==> config.mk <==
export PLATFORM = sky130hd
export DESIGN_NAME = i2c_slave_regfile
export DESIGN_NICKNAME = d
export VERILOG_FILES = /design/src/rtl/i2c_slave_regfile.sv
export SDC_FILE = /design/constraint.sdc
export NUM_CORES = 1
export LEC_CHECK = 0
export ABC_CLOCK_PERIOD_IN_PS = 6000
export CAP_MARGIN = 30
export CORE_MARGIN = 5
export CORE_UTILIZATION = 64
export DETAILED_ROUTE_END_ITERATION = 10
export PLACE_DENSITY = 0.9
export REMOVE_ABC_BUFFERS = 1
export SETUP_SLACK_MARGIN = 0.5
export SYNTH_ARGS = -nofsm -noshare
export SYNTH_HDL_FRONTEND = slang
export SYNTH_SLANG_ARGS = --single-unit
==> constraint.sdc <==
create_clock -name wb_clk_i -period 6 [get_ports wb_clk_i]
set_input_delay 0.9 -clock wb_clk_i [delete_from_list [all_inputs] [get_ports wb_clk_i]]
set_output_delay 0.9 -clock wb_clk_i [all_outputs]
set_load 0.1 [all_outputs]
==> src/rtl/i2c_slave_regfile.sv <==
// I2C slave serving a 2**AW byte register file with an auto-incrementing pointer.
// Optional build macro I2C_SLAVE_GLITCH_FILTER_EN adds a 3-sample majority filter on SCL/SDA.
module i2c_slave_regfile #(
    parameter logic [6:0] ADDR_SLAVE = 7'h2,
    parameter int         AW         = 4,
    parameter logic [7:0] RST_VAL    = 8'h00
) (
    input  logic          wb_clk_i,
    input  logic          arst_i,
    input  logic          scl_i,
    input  logic          sda_i,
    output logic          sda_o,
    output logic          busy_o,
    output logic          wr_stb_o,
    output logic [AW-1:0] wr_adr_o,
    output logic [7:0]    wr_dat_o
);

    localparam int DEPTH = 2 ** AW;

    typedef enum logic [2:0] {
        ST_IDLE,
        ST_ADDR,
        ST_ACK,
        ST_PTR,
        ST_WDATA,
        ST_RDATA,
        ST_MACK,
        ST_IGNORE
    } state_t;

    logic          scl_m_r, scl_s_r, sda_m_r, sda_s_r;
    logic          scl_c_s, sda_c_s;
    logic          scl_p_r, sda_p_r;
    logic          scl_rise_s, scl_fall_s, start_s, stop_s;
    state_t        state_r, ack_next_r;
    logic [2:0]    bitcnt_r;
    logic [6:0]    shift_r;
    logic [7:0]    tx_r;
    logic [AW-1:0] ptr_r;
    logic          ack_drv_r, mack_ok_r;
    logic [7:0]    byte_s, rd_byte_s;
    logic [7:0]    mem_r [DEPTH];

    // Two-flop synchronizer; idle bus level is high
    always_ff @(posedge wb_clk_i or negedge arst_i) begin
        if (!arst_i) begin
            scl_m_r <= 1'b1;
            scl_s_r <= 1'b1;
            sda_m_r <= 1'b1;
            sda_s_r <= 1'b1;
        end else begin
            scl_m_r <= scl_i;
            scl_s_r <= scl_m_r;
            sda_m_r <= sda_i;
            sda_s_r <= sda_m_r;
        end
    end

`ifdef I2C_SLAVE_GLITCH_FILTER_EN
    logic [1:0] scl_h_r, sda_h_r;
    logic       scl_f_r, sda_f_r;

    function automatic logic maj3(input logic a, input logic b, input logic c);
        return (a & b) | (a & c) | (b & c);
    endfunction

    // Majority vote over three consecutive samples rejects single-cycle pulses
    always_ff @(posedge wb_clk_i or negedge arst_i) begin
        if (!arst_i) begin
            scl_h_r <= 2'b11;
            sda_h_r <= 2'b11;
            scl_f_r <= 1'b1;
            sda_f_r <= 1'b1;
        end else begin
            scl_h_r <= {scl_h_r[0], scl_s_r};
            sda_h_r <= {sda_h_r[0], sda_s_r};
            scl_f_r <= maj3(scl_s_r, scl_h_r[0], scl_h_r[1]);
            sda_f_r <= maj3(sda_s_r, sda_h_r[0], sda_h_r[1]);
        end
    end

    assign scl_c_s = scl_f_r;
    assign sda_c_s = sda_f_r;
`else
    assign scl_c_s = scl_s_r;
    assign sda_c_s = sda_s_r;
`endif

    // Previous clean line levels for edge detection
    always_ff @(posedge wb_clk_i or negedge arst_i) begin
        if (!arst_i) begin
            scl_p_r <= 1'b1;
            sda_p_r <= 1'b1;
        end else begin
            scl_p_r <= scl_c_s;
            sda_p_r <= sda_c_s;
        end
    end

    assign scl_rise_s = scl_c_s & ~scl_p_r;
    assign scl_fall_s = ~scl_c_s & scl_p_r;
    assign start_s    = scl_c_s & scl_p_r & sda_p_r & ~sda_c_s;
    assign stop_s     = scl_c_s & scl_p_r & ~sda_p_r & sda_c_s;
    assign byte_s     = {shift_r, sda_c_s};
    assign rd_byte_s  = mem_r[ptr_r];

    // Protocol FSM, register file and registered bus/host outputs
    always_ff @(posedge wb_clk_i or negedge arst_i) begin
        if (!arst_i) begin
            state_r    <= ST_IDLE;
            ack_next_r <= ST_PTR;
            bitcnt_r   <= 3'd0;
            shift_r    <= 7'd0;
            tx_r       <= 8'd0;
            ptr_r      <= '0;
            ack_drv_r  <= 1'b0;
            mack_ok_r  <= 1'b0;
            sda_o      <= 1'b1;
            busy_o     <= 1'b0;
            wr_stb_o   <= 1'b0;
            wr_adr_o   <= '0;
            wr_dat_o   <= 8'd0;
            for (int i = 0; i < DEPTH; i++) begin
                mem_r[i] <= RST_VAL;
            end
        end else begin
            wr_stb_o <= 1'b0;
            if (start_s || stop_s) begin
                // Bus conditions override any state; pointer deliberately survives
                state_r   <= start_s ? ST_ADDR : ST_IDLE;
                bitcnt_r  <= 3'd0;
                ack_drv_r <= 1'b0;
                mack_ok_r <= 1'b0;
                sda_o     <= 1'b1;
                busy_o    <= 1'b0;
            end else begin
                case (state_r)
                    ST_ADDR: begin
                        if (scl_rise_s) begin
                            shift_r  <= byte_s[6:0];
                            bitcnt_r <= bitcnt_r + 3'd1;
                            if (bitcnt_r == 3'd7) begin
                                if (byte_s[7:1] == ADDR_SLAVE) begin
                                    state_r    <= ST_ACK;
                                    busy_o     <= 1'b1;
                                    ack_next_r <= byte_s[0] ? ST_RDATA : ST_PTR;
                                end else begin
                                    state_r <= ST_IGNORE;
                                end
                            end
                        end
                    end
                    ST_PTR: begin
                        if (scl_rise_s) begin
                            shift_r  <= byte_s[6:0];
                            bitcnt_r <= bitcnt_r + 3'd1;
                            if (bitcnt_r == 3'd7) begin
                                ptr_r      <= byte_s[AW-1:0];
                                ack_next_r <= ST_WDATA;
                                state_r    <= ST_ACK;
                            end
                        end
                    end
                    ST_WDATA: begin
                        if (scl_rise_s) begin
                            shift_r  <= byte_s[6:0];
                            bitcnt_r <= bitcnt_r + 3'd1;
                            if (bitcnt_r == 3'd7) begin
                                mem_r[ptr_r] <= byte_s;
                                wr_stb_o     <= 1'b1;
                                wr_adr_o     <= ptr_r;
                                wr_dat_o     <= byte_s;
                                ptr_r        <= ptr_r + AW'(1);
                                ack_next_r   <= ST_WDATA;
                                state_r      <= ST_ACK;
                            end
                        end
                    end
                    ST_ACK: begin
                        // First fall drives the ACK low, second fall ends it
                        if (scl_fall_s) begin
                            if (!ack_drv_r) begin
                                sda_o     <= 1'b0;
                                ack_drv_r <= 1'b1;
                            end else begin
                                ack_drv_r <= 1'b0;
                                state_r   <= ack_next_r;
                                if (ack_next_r == ST_RDATA) begin
                                    sda_o <= rd_byte_s[7];
                                    tx_r  <= {rd_byte_s[6:0], 1'b0};
                                end else begin
                                    sda_o <= 1'b1;
                                end
                            end
                        end
                    end
                    ST_RDATA: begin
                        if (scl_rise_s) begin
                            bitcnt_r <= bitcnt_r + 3'd1;
                            if (bitcnt_r == 3'd7) begin
                                state_r <= ST_MACK;
                            end
                        end else if (scl_fall_s) begin
                            sda_o <= tx_r[7];
                            tx_r  <= {tx_r[6:0], 1'b0};
                        end
                    end
                    ST_MACK: begin
                        if (scl_rise_s) begin
                            if (!sda_c_s) begin
                                ptr_r     <= ptr_r + AW'(1);
                                mack_ok_r <= 1'b1;
                            end else begin
                                state_r <= ST_IGNORE;
                            end
                        end else if (scl_fall_s) begin
                            if (mack_ok_r) begin
                                mack_ok_r <= 1'b0;
                                state_r   <= ST_RDATA;
                                sda_o     <= rd_byte_s[7];
                                tx_r      <= {rd_byte_s[6:0], 1'b0};
                            end else begin
                                sda_o <= 1'b1;
                            end
                        end
                    end
                    ST_IGNORE: sda_o <= 1'b1;
                    ST_IDLE:   sda_o <= 1'b1;
                    default: begin
                        state_r <= ST_IDLE;
                        sda_o   <= 1'b1;
                    end
                endcase
            end
        end
    end

endmodule

==> flow_summary.yaml <==
route:
  vias: 5153
  drtIter0Drc: 326
  drc: 0
  antenna_left: 0
  viasPerCell: 6.54
  drt_first_pass_iters: 5
  wl_mm: 18.4
  wl_per_cell_um: 23.3
worst_setup_path:
  worstSetupStartpointType: "flop"
  reg2reg_depth: 6
  path_depth: 1
  r2r-end: "mem_r[1]"
  r2r-start: "sda_c_s"
  max_stage_delay_ns: 1.12
  worstPathRequired_ns: 5.10
  critical_path_class: "flop to output pin"
  path_cells: "clkdlybuf4s50_1"
  slowest_stage: "clkdlybuf4s50_1"
  r2r_slack_ns: 3.11
  arrival_ns: 2.07
  cp_max_fo: 2
  worst-path-buf-inv: 1
  end_kind: "output pin"
  crit_family: "buffers and inverters"
clocking:
  ctsHtreeMaxLevel: 4
  cts_buffers: 17
  clkLatencyLatePin_ns: 0.43
  cts_tree: "done"
  clock_sinks: 178
  postCtsSetupBuffers: 0
  root_buffer: "clkbuf_16"
  cts-resized-gates: 0
  ctsHoldBuffers: 0
  path_clk_slew_ns: 0.06
  ctsLongestPathBuffers: 2
die:
  die_w_um: 126
  io_pins: 19
  start_util: 0.648
  die_y_um: 126
  rows: 42
  dieArea_sq_mm: 0.0158
  core_region_area_sq_mm: 0.0132
timing:
  period_share: 0.496
  fin_worst_skew_ns: 0.0104
  max_slew_margin: 0.346
  setup_viol: 0
  clock.fmax_mhz: 336
  post-route-min-period_ns: 2.97
  hold_viol: 0
  setup_slack_ns: 3.03
  setup-tns-final_ns: 0
  tightest_slew_ns: 0.977
  maxSlewViolCount: 0
  rsz0062_at_grt: "no"
synthesis:
  synth-seq-area-share: 0.523
  syn_inst: 602
  ys_seq_elements: 178
  async_reset_ff_frac: 1.00
  synth_edf_count: 0
  synth_cell_types: 48
  yosys_warnings: 0
  syn-cell-area_sq_mm: 0.00854
  avgSynthCellArea_sq_um: 14.2
  ys.flop_type: "dfrtp_1"
worst_hold_path:
  hold_end: "scl_c_s"
  worstHoldPathCells: 0
  min_from: "scl_m_r"
  hp-class: "flop to flop"
power_and_ir_drop:
  power_density_mw_per_mm2: 287
  leakagePower_nw: 4.45
  vdd_drop_max_mv: 0.208
finish:
  final_cell_mix: "dfrtp_1 (168), mux2_2 (109), mux4_2 (32)"
  area_growth_pct: 10.7
  nFillCells: 791
  n_antenna_cell: 0
  layout_commonest_cell: "dfrtp_1"
  drive_gt1_frac: 0.364
  stdcell_count: 788
  nets: 613
placement:
  dp.cells: 757
  port_buffers: 18
  place.gp.congestion: 0.903
  dp_slack_ns: 3.18
  hpwl_mm: 11.7
status:
  status: "complete, no violations"
grt:
  grt_overflow: 0
  grt_pass1_vias: 5588
  grt_use_total: 0.251
  antenna_found_initial: 0
  grt_pass1_wl_mm: 30.8
  grt_max_degree: 90
job:
  drv_cap: 0
[cells by family after synthesis]
group / Yosys count / share of synthesized area
and+or+nand+nor: 89 / 0.0790
AOI/OAI and AO/OA: 72 / 0.0513
adders and majority gates: 9 / 0.0132
DFF: 178 / 0.523
muxes: 192 / 0.301
buffers and inverters: 58 / 0.0289
xor gates and xnor gates: 4 / 0.00410
[per-layer routing]
layer  global-route usage  up-vias  wire, um
met5                    0        -         0
li1                     -     2220         -
met1                0.333     2710      7590
met2                0.405      174      9220
met3               0.0644       49      1050
met4               0.0912        0       502
[per-stage QoR]
| stage | instance area [sq um] | utilization | hold WS [ns] | total power, mW |
|---|---|---|---|---|
| after floorplan | 8340 | - | 0.345 | 1.43 |
| after global placement | 8780 | 0.666 | 0.350 | 1.54 |
| after detailed placement | 8830 | 0.669 | 0.347 | 1.56 |
| after CTS | 9450 | 0.717 | 0.361 | 2.72 |
| after global routing | 9450 | 0.717 | 0.365 | 2.81 |
| final | 9450 | 0.717 | 0.359 | 2.71 |
[report_power, final]
group	internal (mW)	leakage (nW)	switching [mW]
clock network	0.726	0.309	0.444
logic	0.0620	1.70	0.0851
registers	1.24	2.44	0.162
total	2.02	4.45	0.690
[state kept, by name (all words and copies together) (netlist names), 3 cells and up]
register    cells
ptr_r           4
mem_r         128
ack_next_r      3
state_r         3
shift_r         7
wr_dat_o        8
bitcnt_r        3
wr_adr_o        4
tx_r            7
[area by class of cell]
cell class | count | area, sq um | area share
inverter | 12 | 45.0 | 0.00476
sequential | 178 | 4470 | 0.472
timing repair buffer | 25 | 267 | 0.0282
clock buffer | 21 | 470 | 0.0498
tap | 176 | 220 | 0.0233
clock inverter | 10 | 156 | 0.0165
multi-input combinational | 366 | 3830 | 0.405
[cells in the mapped netlist (11+ instances only)]
cell | count | area share
dfrtp_1 | 169 | 0.50
mux4_2 | 32 | 0.084
inv_1 | 12 | 0.0053
nor3_1 | 11 | 0.0064
nand3_4 | 16 | 0.033
clkbuf_1 | 26 | 0.011
mux2_1 | 24 | 0.032
mux2_4 | 16 | 0.028
nor2_1 | 24 | 0.011
o22ai_1 | 12 | 0.0088
o21ai_0 | 16 | 0.0094
mux2i_1 | 11 | 0.013
mux2_2 | 109 | 0.14
a21oi_1 | 22 | 0.013
[how the worst max path moves through the flow]
| stage | start | endpoint | slack [ns] |
|---|---|---|---|
| floorplan | sda_c_s | mem_r[32] | 2.13 |
| global placement | sda_c_s | mem_r[69] | 3.29 |
| detailed placement | sda_c_s | mem_r[98] | 3.18 |
| CTS | sda_o | sda_o | 3.01 |
| global route | sda_c_s | mem_r[1] | 2.96 |
| finish | sda_o | sda_o | 3.03 |
Power figures use the tool's default switching activity.
